`src/rtl/output_port_scheduler.sv`:
```
`timescale 1ns/1ps
// ---------------------------------------------------------------------------
// output_port_scheduler
//
// Five-input, five-output crossbar scheduler. Each output runs its own
// round-robin arbiter over the five inputs. Outputs 1..4 are credit-limited
// against a downstream buffer of CRED_DEPTH flits; output 5 is local ejection
// and always accepts.
//
// Handshake: an input presents a target in req_targ. A one-cycle pulse on its
// gnt bit is both the grant and the pop of that flit. The requester must treat
// the flit as consumed on that cycle and present the next target (or 0) from
// then on. While its gnt bit is high, the input is masked from arbitration so
// the same flit is never granted twice.
//
// Ports
//   clk       in   1   clock, rising edge
//   rst       in   1   synchronous active-low reset
//   req_targ  in  15   input k (0..4) target in [3k+2:3k]; 0 idle, 1..5 port, 6..7 illegal
//   cred_ret  in   4   credit-return pulse, bit o-1 for output o (1..4)
//   gnt       out  5   registered grant/pop pulse per input
//   out_sel   out 15   output o select in [3(o-1)+2:3(o-1)]; 0 idle, k = input k
//   out_vld   out  5   output o valid (out_sel field nonzero)
//   credits   out 12   credit count of outputs 1..4, 3 bits each
//   err       out  2   sticky: bit0 credit overflow, bit1 illegal target
// ---------------------------------------------------------------------------
module output_port_scheduler #(
    parameter int CRED_DEPTH = 4
) (
    input  logic        clk,
    input  logic        rst,
    input  logic [14:0] req_targ,
    input  logic [3:0]  cred_ret,
    output logic [4:0]  gnt,
    output logic [14:0] out_sel,
    output logic [4:0]  out_vld,
    output logic [11:0] credits,
    output logic [1:0]  err
);

    localparam logic [2:0] FULL = 3'(CRED_DEPTH);

    logic [4:0]  r_gnt;
    logic [14:0] r_sel;
    logic [4:0]  r_vld;
    logic [1:0]  r_err;
    logic [2:0]  r_ptr  [5];
    logic [2:0]  r_cred [4];

    logic [4:0]  w_cred_ok;
    logic [14:0] w_sel;
    logic [4:0]  w_gnt;
    logic [4:0]  w_vld;
    logic        w_illegal;

    // Returns winner+1 (1..5) for one output, or 0 when nobody is eligible.
    // Scanning offsets from high to low lets the lowest offset from the
    // pointer overwrite the others, i.e. the first match wins.
    function automatic logic [2:0] f_pick(
        input logic [14:0] req,
        input logic [4:0]  mask,
        input logic [2:0]  ptr,
        input logic [2:0]  targ,
        input logic        ok
    );
        logic [2:0] win;
        int         t;
        win = 3'd0;
        for (int j = 4; j >= 0; j--) begin
            t = int'(ptr) + j;
            if (t >= 5) t = t - 5;
            if (ok && (req[3*t +: 3] == targ) && !mask[t])
                win = 3'(t + 1);
        end
        return win;
    endfunction

    always_comb begin
        w_cred_ok = 5'b10000;
        w_sel     = '0;
        w_gnt     = '0;
        w_vld     = '0;
        w_illegal = 1'b0;
        for (int o = 0; o < 4; o++)
            w_cred_ok[o] = (r_cred[o] != 3'd0);
        for (int o = 0; o < 5; o++) begin
            w_sel[3*o +: 3] = f_pick(req_targ, r_gnt, r_ptr[o], 3'(o + 1), w_cred_ok[o]);
            if (w_sel[3*o +: 3] != 3'd0) begin
                w_vld[o] = 1'b1;
                // Each input carries one target, so at most one output can pick it.
                w_gnt[int'(w_sel[3*o +: 3]) - 1] = 1'b1;
            end
        end
        for (int k = 0; k < 5; k++)
            if (req_targ[3*k +: 3] >= 3'd6) w_illegal = 1'b1;
    end

    always_ff @(posedge clk) begin
        if (!rst) begin
            r_gnt <= '0;
            r_sel <= '0;
            r_vld <= '0;
            r_err <= '0;
            for (int o = 0; o < 5; o++) r_ptr[o] <= 3'd0;
            for (int o = 0; o < 4; o++) r_cred[o] <= FULL;
        end else begin
            r_gnt <= w_gnt;
            r_sel <= w_sel;
            r_vld <= w_vld;
            if (w_illegal) r_err[1] <= 1'b1;
            for (int o = 0; o < 5; o++) begin
                // Winner index is sel-1, so winner+1 mod 5 is sel with 5 wrapping to 0.
                if (w_vld[o])
                    r_ptr[o] <= (w_sel[3*o +: 3] == 3'd5) ? 3'd0 : w_sel[3*o +: 3];
            end
            for (int o = 0; o < 4; o++) begin
                case ({w_vld[o], cred_ret[o]})
                    2'b10: r_cred[o] <= r_cred[o] - 3'd1;  // grant implies count > 0
                    2'b01: begin
                        if (r_cred[o] == FULL) r_err[0] <= 1'b1;
                        else                   r_cred[o] <= r_cred[o] + 3'd1;
                    end
                    default: ;  // idle, or grant and return cancel out
                endcase
            end
        end
    end

    always_comb begin
        credits = '0;
        for (int o = 0; o < 4; o++) credits[3*o +: 3] = r_cred[o];
    end

    assign gnt     = r_gnt;
    assign out_sel = r_sel;
    assign out_vld = r_vld;
    assign err     = r_err;

endmodule

```
`config.mk`:
```
export PLATFORM = sky130hd
export DESIGN_NAME = output_port_scheduler
export DESIGN_NICKNAME = d
export VERILOG_FILES = /design/src/rtl/output_port_scheduler.sv
export SDC_FILE = /design/constraint.sdc
export NUM_CORES = 1
export LEC_CHECK = 0
export CORE_ASPECT_RATIO = 0.6
export CORE_MARGIN = 2
export CORE_UTILIZATION = 36
export DETAILED_ROUTE_END_ITERATION = 10
export PLACE_DENSITY_LB_ADDON = 0.25
export RECOVER_POWER = 100
export SKIP_LAST_GASP = 1
export SLEW_MARGIN = 25
export SYNTH_ARGS = -nofsm -noshare
export SYNTH_HDL_FRONTEND = slang
export SYNTH_SLANG_ARGS = --single-unit
export TNS_END_PERCENT = 20
```
`constraint.sdc`:
```
create_clock -name clk -period 14.2 [get_ports clk]
set_input_delay 3.55 -clock clk [delete_from_list [all_inputs] [get_ports clk]]
set_output_delay 3.55 -clock clk [all_outputs]
set_load 0.01 [all_outputs]
```
==> metrics.md <==
| Metric | Value |
|---|---|
| Net Count, Synth | `~2.7k` |
| Worst-case clock buffer depth | `2` |
| Final wirelength | `76000 µm` |
| Inst Count DP | `3099` |
| Clock Skew | `about 0.0060 ns` |
| CP peak stage delay | `1.42 ns` |
| Element type at the critical path start | `input pin` |
| Syn. warnings | `0` |
| Hold EP | `r_cred[3][0]` |
| Type of the worst min-delay path | `reg2reg` |
| Worst r2r path cells | `21` |
| Drt pass-1 iters | `8` |
| Launching point of the worst reg2reg path | `r_ptr[0][10]` |
| Post-synth cell types | `97` |
| RSZ-0062 raised after global routing | `no` |
| Hold WS | `around 0.67 ns` |
| Post-synth EDFFs | `27` |
| Core Area | `51000 µm²` |
| Global route overflow | `0` |
| Top cells by count, synth | `ha_1 (244), nand2_1 (169), nor2_1 (169)` |
| Worst EP arrival | `11.33 ns` |
| Post-CTS resize count | `0` |
| Synth top area share | `16.4%` |
| Final Hold Viols | `0` |
| Buf/Inv on CP | `3` |
| Max-cap violations | `7` |
| Worst path cell trace | `dlygate4sd3_1 > clkbuf_1 > clkinv_1 > nor3_1 > mux4_2 > nand2_1 > a311o_1 > o2111ai_1 > o22ai_1 > a2111oi_0 > or2_0 > ha_1 > and2_0 > a41o_1 > a211oi_1` |
| Final worst path period share | `79.9%` |
| Post-Layout Cell Count | `3107` |
| # DRC | `0` |
| # fillers | `5250` |
| Setup Fix Bufs, Post-CTS | `0` |
| HP Start | `r_cred[3][0]` |
| Period minus WS final | `~11 ns` |
| Multi-input gate area | `~16000 µm²` |
| Full die area | `approximately 54000 µm²` |
| I/O Pins | `60` |
| Drt initial violations | `about 2.7k` |
| Register area share after synthesis | `7.26%` |
| Final net count | `approximately 2.7k` |
| Reg area | `1350 µm²` |
| Top-count cell post-synth | `ha_1` |
| # setup viols final | `0` |
| Ys flop type | `edfxtp_1` |
| # diodes | `0` |
| Vias/cell | `6.58` |
| Row cnt | `64` |
| Die Wd | `298 µm` |
| Worst-Margin Slew | `2.17 ns` |
| Post-DP HPWL | `58400 µm` |
| WL per Instance | `between 20 and 25 µm` |
| R2R Path End | `r_ptr[0][10]` |
| Chip height | `180 µm` |
| Antenna-violating nets left | `0` |
| Area delta synth->final | `7.09%` |
| Crit path kind | `in2reg` |
| Buffers on Ports | `around 60` |
| Initial antenna violation count | `4` |
| GRT Total Usage | `27.1%` |
| Cts hold-fix bufs | `0` |
| Clock Latency Late Sink | `approximately 0.29 ns` |
| Pin count of the biggest net entering global routing | `41` |
| Vias | `roughly 20k` |
| Failing checks | `capacitance limit, slew limit` |
| Routability Congestion | `slightly above 1` |
| Fmax | `0.0882 GHz` |
| Worst Hold Depth | `1` |
| Required time worst endpoint | `14.19 ns` |
| Vias in the first global route | `19.2k` |
| Slew HR | `-44.7%` |
| Top cells by area, synth | `ha_1 (16%), mux2i_1 (5.2%), edfxtp_1 (4.4%), a21oi_1 (3.6%), fa_1 (3.5%)` |
| Post-Syn Area | `18600 µm²` |
| CTS tree | `done` |
| Seq cells post-synth | `54` |
| Pins Over Slew Limit | `between 100 and 150` |
| Yosys top cell by area | `ha_1` |
| Cells after synthesis | `around 2.4k` |
| Clock transition at path regs | `0.07 ns` |
| Synth async-reset ratio | `0%` |
| R2R Setup Slk | `5.44 ns` |
| Share of post-route cells with drive strength above 1 | `6.71%` |
| Worst-path maximum fanout | `28` |
| Worst setup EP type | `register` |
| Syn avg cell area | `7.60 µm²` |
| TritonCTS Buffers | `5` |
| First-pass GRT wire length | `116000 µm` |
| Initial Utilization | `a little over a third` |
| Outcome | `finished, violations left` |
| Cell family with most CP delay | `compound AO/OA/AOI/OAI gates` |
| CP max stage cell | `a2111oi_0` |
| CTS Sinks | `54` |
| Root buf cell | `clkbuf_16` |
| CTS H-tree depth | `2` |
| Fin Setup TNS | `0 ns` |
==> layer usage <==
layer / track usage, % / vias to the layer above / share of wire [%]
li1: - / 9194 / -
met1: 40.7 / 9903 / 46
met2: 37.8 / 1202 / 39
met3: 7.25 / 130 / 13
met4: 6.06 / 0 / 2.1
met5: 0 / - / 0
==> worst max path at each step <==
stage / slack (ns) / cells past startpoint / end / startpoint
after floorplan: 6.54 / 18 / r_cred[2][2] / req_targ[1]
after global placement: 5.16 / 15 / r_ptr[0][10] / req_targ[12]
after detailed placement: 5.09 / 15 / r_ptr[0][10] / req_targ[14]
after CTS: 5.35 / 15 / r_ptr[0][10] / req_targ[12]
after global routing: 2.96 / 15 / r_ptr[0][10] / req_targ[3]
final: 2.86 / 15 / r_ptr[0][10] / req_targ[3]
==> metrics by stage <==
step	utilization [%]	setup slack, ns	instance area [µm²]
floorplan	-	6.54	18600
global placement	38.8	5.16	19800
detailed placement	38.8	5.09	19800
CTS	39.2	5.35	20000
global route	39.1	2.96	19900
finish	39.1	2.86	19900
==> area by class of cell <==
| type | instances | share of cell area [%] |
|---|---|---|
| Multi-Input combinational cell | 2068 | 80.1 |
| Inverter | 184 | 3.47 |
| Clock inverter | 3 | 0.239 |
| Tap cell | 693 | 4.35 |
| Sequential cell | 54 | 6.79 |
| Timing Repair Buffer | 100 | 4.39 |
| Clock buffer | 5 | 0.628 |
==> placed cells by master, fill, tap and decap left out, types with 18 or more instances in the layout <==
| master | Yosys | routed |
|---|---|---|
| xor2_1 | 30 | 30 |
| o211ai_1 | 31 | 31 |
| or3_1 | 21 | 21 |
| nor3_1 | 72 | 72 |
| a21oi_1 | 133 | 135 |
| mux2i_1 | 97 | 97 |
| nand2b_1 | 66 | 66 |
| inv_1 | 163 | 163 |
| nand2_1 | 169 | 169 |
| nor2b_1 | 67 | 67 |
| nand4_1 | 24 | 24 |
| a31oi_1 | 27 | 27 |
| o31ai_1 | 20 | 20 |
| o21ai_0 | 109 | 110 |
| dfxtp_1 | 27 | 25 |
| fa_1 | 33 | 33 |
| a21o_1 | 34 | 34 |
| and3_1 | 22 | 22 |
| mux2_2 | 32 | 32 |
| and2_1 | 20 | 18 |
| nand3_1 | 72 | 72 |
| ha_1 | 244 | 244 |
| buf_4 | 0 | 35 |
| xnor2_1 | 50 | 50 |
| nor4_1 | 23 | 23 |
| nor2_1 | 169 | 169 |
| clkdlybuf4s50_1 | 0 | 23 |
| a211oi_1 | 38 | 38 |
| dlygate4sd3_1 | 0 | 36 |
| edfxtp_1 | 27 | 27 |
| mux4_2 | 25 | 25 |
==> kinds of logic after synthesis <==
kind of cell               synth area share, %
adders and majority gates                 20.0
xor gates and xnor gates                  3.94
and+or+nand+nor                           23.3
buffers and inverters                     6.81
AOI/OAI and AO/OA                         28.5
DFF                                       7.26
muxes                                     10.2
==> sequential cells by signal, summed over array words and instances (netlist names) <==
name and cells:
err 2, r_cred 12, gnt 5, r_ptr 15
out_vld 5, out_sel 15
Power is left out: the tool's default activity adds up to more than one toggle a clock period on the data nets, which glitch-free logic cannot reach.
==> variant 1 (config.mk and constraints unchanged) <==
Register the output `credits`, cleared by the reset; this adds one clock of latency there. The other outputs are not delayed to match.
--- a/src/rtl/output_port_scheduler.sv
+++ b/src/rtl/output_port_scheduler.sv
@@ -41,2 +41,4 @@
     localparam logic [2:0] FULL = 3'(CRED_DEPTH);
+
+    logic [11:0] credits_d;
 
@@ -129,4 +131,4 @@
     always_comb begin
-        credits = '0;
-        for (int o = 0; o < 4; o++) credits[3*o +: 3] = r_cred[o];
+        credits_d = '0;
+        for (int o = 0; o < 4; o++) credits_d[3*o +: 3] = r_cred[o];
     end
@@ -138,2 +140,10 @@
 
+    always_ff @(posedge clk) begin
+        if (!rst) begin
+            credits <= '0;
+        end else begin
+            credits <= credits_d;
+        end
+    end
+
 endmodule
Check against the original RTL: not settled (the Yosys comparison gave no result); the edit may change what the design does.
==> variant 1 against the original RTL <==
The flow still finishes with violations (capacitance limit, slew limit); global-route usage shrank 0.90 points; final area grew 2.2%; register-to-register slack lost 70 ps; maximum frequency grew 12%; clock skew grew 2.8 ps; setup slack gained 1200 ps; critical path depth grew 2; synthesized area grew 1.7%; sequential cell count grew 12; die area grew 1.7%; routed wire length shrank 2.1%; first-iteration DRC count grew 5.7%; critical path type unchanged; largest cell class unchanged.
Power is left out: the tool's default activity adds up to more than one toggle a clock period on the data nets, which glitch-free logic cannot reach.
==> variant 1: results (changes against the original RTL) <==
INFO  metric failed_checks = capacitance limit, slew limit
INFO  metric dr.max_layer_used = met5
INFO  metric cpPeakStageDelay = 1210 ps (-210 ps)
INFO  metric worst-r2r-setup-slack = 5370 ps (-70 ps)
INFO  metric detailed_routed_wire_length_on_met3 = 8.98 mm (-8.0%)
INFO  metric grt_use_total = 26.2% (-0.90 points)
INFO  metric grt.met3_usage = 7.59% (+0.34 points)
INFO  metric clock_latency = 340 ps (+50 ps)
INFO  metric setup.worst_path.start = req_targ[4]
INFO  metric pre_cts_slack = 5170 ps (+74.1 ps)
INFO  metric route.vias.total = 20.3k (-0.43%)
INFO  metric placed_cells = 3,154 (+1.8%)
INFO  metric route.layer.met1.wl = 35.8 mm (+2.4%)
INFO  metric yosysSeqAreaShare = 8.41% (+1.1 points)
INFO  metric layout_setup_ws = 4070 ps (+1220 ps)
INFO  metric drt_pass1_iterations = 7 (-1)
INFO  metric detail_route.iter0.violations = 2,862 (+5.7%)
INFO  metric final-max-slew-violation-count = 32 (-74%)
INFO  metric gr-usage-met1 = 40.8% (about the same)
INFO  metric outcome = finished with violations
INFO  metric synth.mux.area_fraction = 10.4% (+0.24 points)
INFO  metric post_route_cells_drive_above_1_share = 5.80% (-0.91 points)
INFO  metric max-slew-margin-rel = -12.9% (+32 points)
INFO  metric maxCapViolations = 1 (-6)
INFO  metric synth-adder-area-share = 19.6% (-0.34 points)
INFO  metric total_met2_wirelength_after_detailed_routing = 28.0 mm (-5.6%)
INFO  metric synthesis.nets = 2,793 (+1.7%)
INFO  metric wire_per_inst = 23.5 um (-4.1%)
INFO  metric timing.reg2reg.worst_path_depth = 28 (+33%)
INFO  metric gp_routability_congestion = 0.978 (-4.6%)
INFO  metric tritoncts.num_buffers = 9 (+4)
variant 1: final cells by class:
type,count,area (um2)
inverters,186,698
flip-flops and latches,66,1590
clock inverters,6,47.5
clock buffers,10,250
fillers,5478,31800
well taps,703,880
repair buffers,100,876
multi-input cells,2099,16000
variant 1: worst min-delay path by stage:
| stage | from | endpoint | slack (ps) | depth (start not counted) |
|---|---|---|---|---|
| 2_1_floorplan | r_cred[3][1] | credits[10] | 500 | 2 |
| 3_3_place_gp | r_cred[3][1] | credits[10] | 520 | 2 |
| 3_5_place_dp | r_cred[3][1] | credits[10] | 540 | 2 |
| 4_1_cts | r_cred[3][1] | credits[10] | 550 | 2 |
| 5_1_grt | r_cred[0][1] | credits[1] | 620 | 1 |
| 6_report | r_cred[3][1] | credits[10] | 540 | 2 |
variant 1: worst register-to-register path: cells and delay by family, from the launching register on:
family	cells	cell delay, ps
compound gates	7	2230
xor+xnor	1	150
fa+ha+maj	7	2410
buf+inv	5	1380
flops	1	330
mux	2	730
simple gates	6	1330
==> variant 2 (same flow settings) <==
Made on the original files. Reset style: asynchronous (`rst`), changed in one clocked block. Comments in the files are not updated.
--- a/src/rtl/output_port_scheduler.sv
+++ b/src/rtl/output_port_scheduler.sv
@@ -97,3 +97,3 @@
 
-    always_ff @(posedge clk) begin
+    always_ff @(posedge clk or negedge rst) begin
         if (!rst) begin
Function: not settled (the Yosys comparison gave no result); the edit may change what the design does.
==> variant 2 against the original RTL <==
The run still ends with capacitance limit, slew limit left; non-clock buffer count down 5; routed wire length rose by 1.8%; setup slack improved by 850 ps; sequential cell count unchanged; final area grew 1.4%; synthesized area up 2.7%; largest cell class unchanged.
Power is not shown: default switching activity piles up to over one toggle a cycle in this logic, so the estimate is an artifact.
==> variant 2: results (changes against the original RTL) <==
INFO  metric n_multi_input_combinational_cell = 2,105 (+1.8%)
INFO  metric clkSlewWorstSetupHoldPaths = 90 ps (+20 ps)
INFO  metric timing.critical_path.arrival = 10,730 ps (-600 ps)
INFO  metric synthesis.nets = 2,808 (+2.2%)
INFO  metric synth_async_sr_flop_share = 100% (+100 points)
INFO  metric failed_checks = capacitance limit, slew limit
INFO  metric multi_input_logic_portion_of_the_cell_area = 80.5% (+0.35 points)
INFO  metric final-max-slew-violation-count = 176 (+42%)
INFO  metric yosysSeqAreaShare = 7.09% (-0.17 points)
INFO  metric timing.reg2reg.worst_path_depth = 26 (+24%)
INFO  metric clock_latency = 350 ps (+60 ps)
INFO  metric drt_pass1_iterations = 6 (-2)
INFO  metric synth_common_cells = ha_1, inv_1, nand2_1
INFO  metric synth_compound_area_share = 27.9% (-0.62 points)
INFO  metric non_clock_buffer_area_share = 4.11% (-0.29 points)
INFO  metric cpPeakStageDelay = 1140 ps (-280 ps)
INFO  metric hold_path_startpoint = err[0]
INFO  metric netlist_instances = 2,513 (+2.6%)
INFO  metric synth_cell_type_count = 121 (+25%)
INFO  metric detail_route.iter0.violations = 2,737 (+1.1%)
INFO  metric gr-usage-met1 = 43.9% (+3.1 points)
INFO  metric inverters = 192 (+4.3%)
INFO  metric clock-skew-final = 18.4 ps (+12.5 ps)
INFO  metric layout.core_utilization = 38.5% (-0.62 points)
INFO  metric wire_length_of_the_first_global_routing_pass = 117 mm (+1.0%)
INFO  metric maxCapViolations = 7 (unchanged)
INFO  metric area_fraction_of_clock_buffers_and_clock_inverters = 0.762% (-0.10 points)
INFO  metric outcome = finished with violations
INFO  metric worstPathMaxFanout = 40 (+43%)
INFO  metric gp_routability_congestion = 1.01 (-1.5%)
INFO  metric worst-r2r-setup-slack = 4760 ps (-680 ps)
INFO  metric num-nets-final = 2,748 (+1.4%)
INFO  metric most_area_consuming_cells_after_synthesis = ha_1, dfrtp_1, mux2i_1
INFO  metric finalWirelength = 77.3 mm (+1.8%)
INFO  metric r2r_path_start = r_ptr[9]
INFO  metric register_area = 1360 um2 (+0.28%)
INFO  metric synth_flop_cell = dfrtp_1
INFO  metric grt_pass1_vias = 18.9k (-1.7%)
INFO  metric grt_use_total = 27.3% (+0.21 points)
INFO  metric pre_cts_slack = 5030 ps (-66.6 ps)
INFO  metric gr-usage-met2 = 35.2% (-2.6 points)
INFO  metric placed_cells = 3,149 (+1.6%)
INFO  metric hold-path-cell-count = 2 (+1)
INFO  metric route.vias.total = 20.5k (+0.20%)
INFO  metric timing.hold.worst_endpoint = err[0]
variant 2: changes by cell type in the layout (fill, tap and decap cells not counted), moves of 10 or more:
cell      change
a21o_1       -10
dfrtp_1      +49
dfxtp_1      -25
edfxtp_1     -27
inv_1        +10
mux2i_1      +12
o21ai_0      -12
o22ai_1      +10
o31ai_1      +10
variant 2: worst max-delay path by stage:
stage / cells after the start / to / slack (ps) / start
after global routing: 21 / credits[8] / 3250 / req_targ[7]
after global placement: 20 / credits[5] / 5280 / req_targ[5]
after CTS: 20 / credits[5] / 5400 / req_targ[5]
after detailed placement: 20 / credits[5] / 5030 / req_targ[5]
after floorplan: 18 / credits[8] / 6540 / req_targ[1]
final: 21 / credits[8] / 3700 / req_targ[7]
variant 2: per-layer routing:
layer,vias to the layer above,part of all wire [%]
li1,9328,-
met1,9878,49
met2,1177,37
met3,85,13
met4,2,1.4
met5,-,0.017
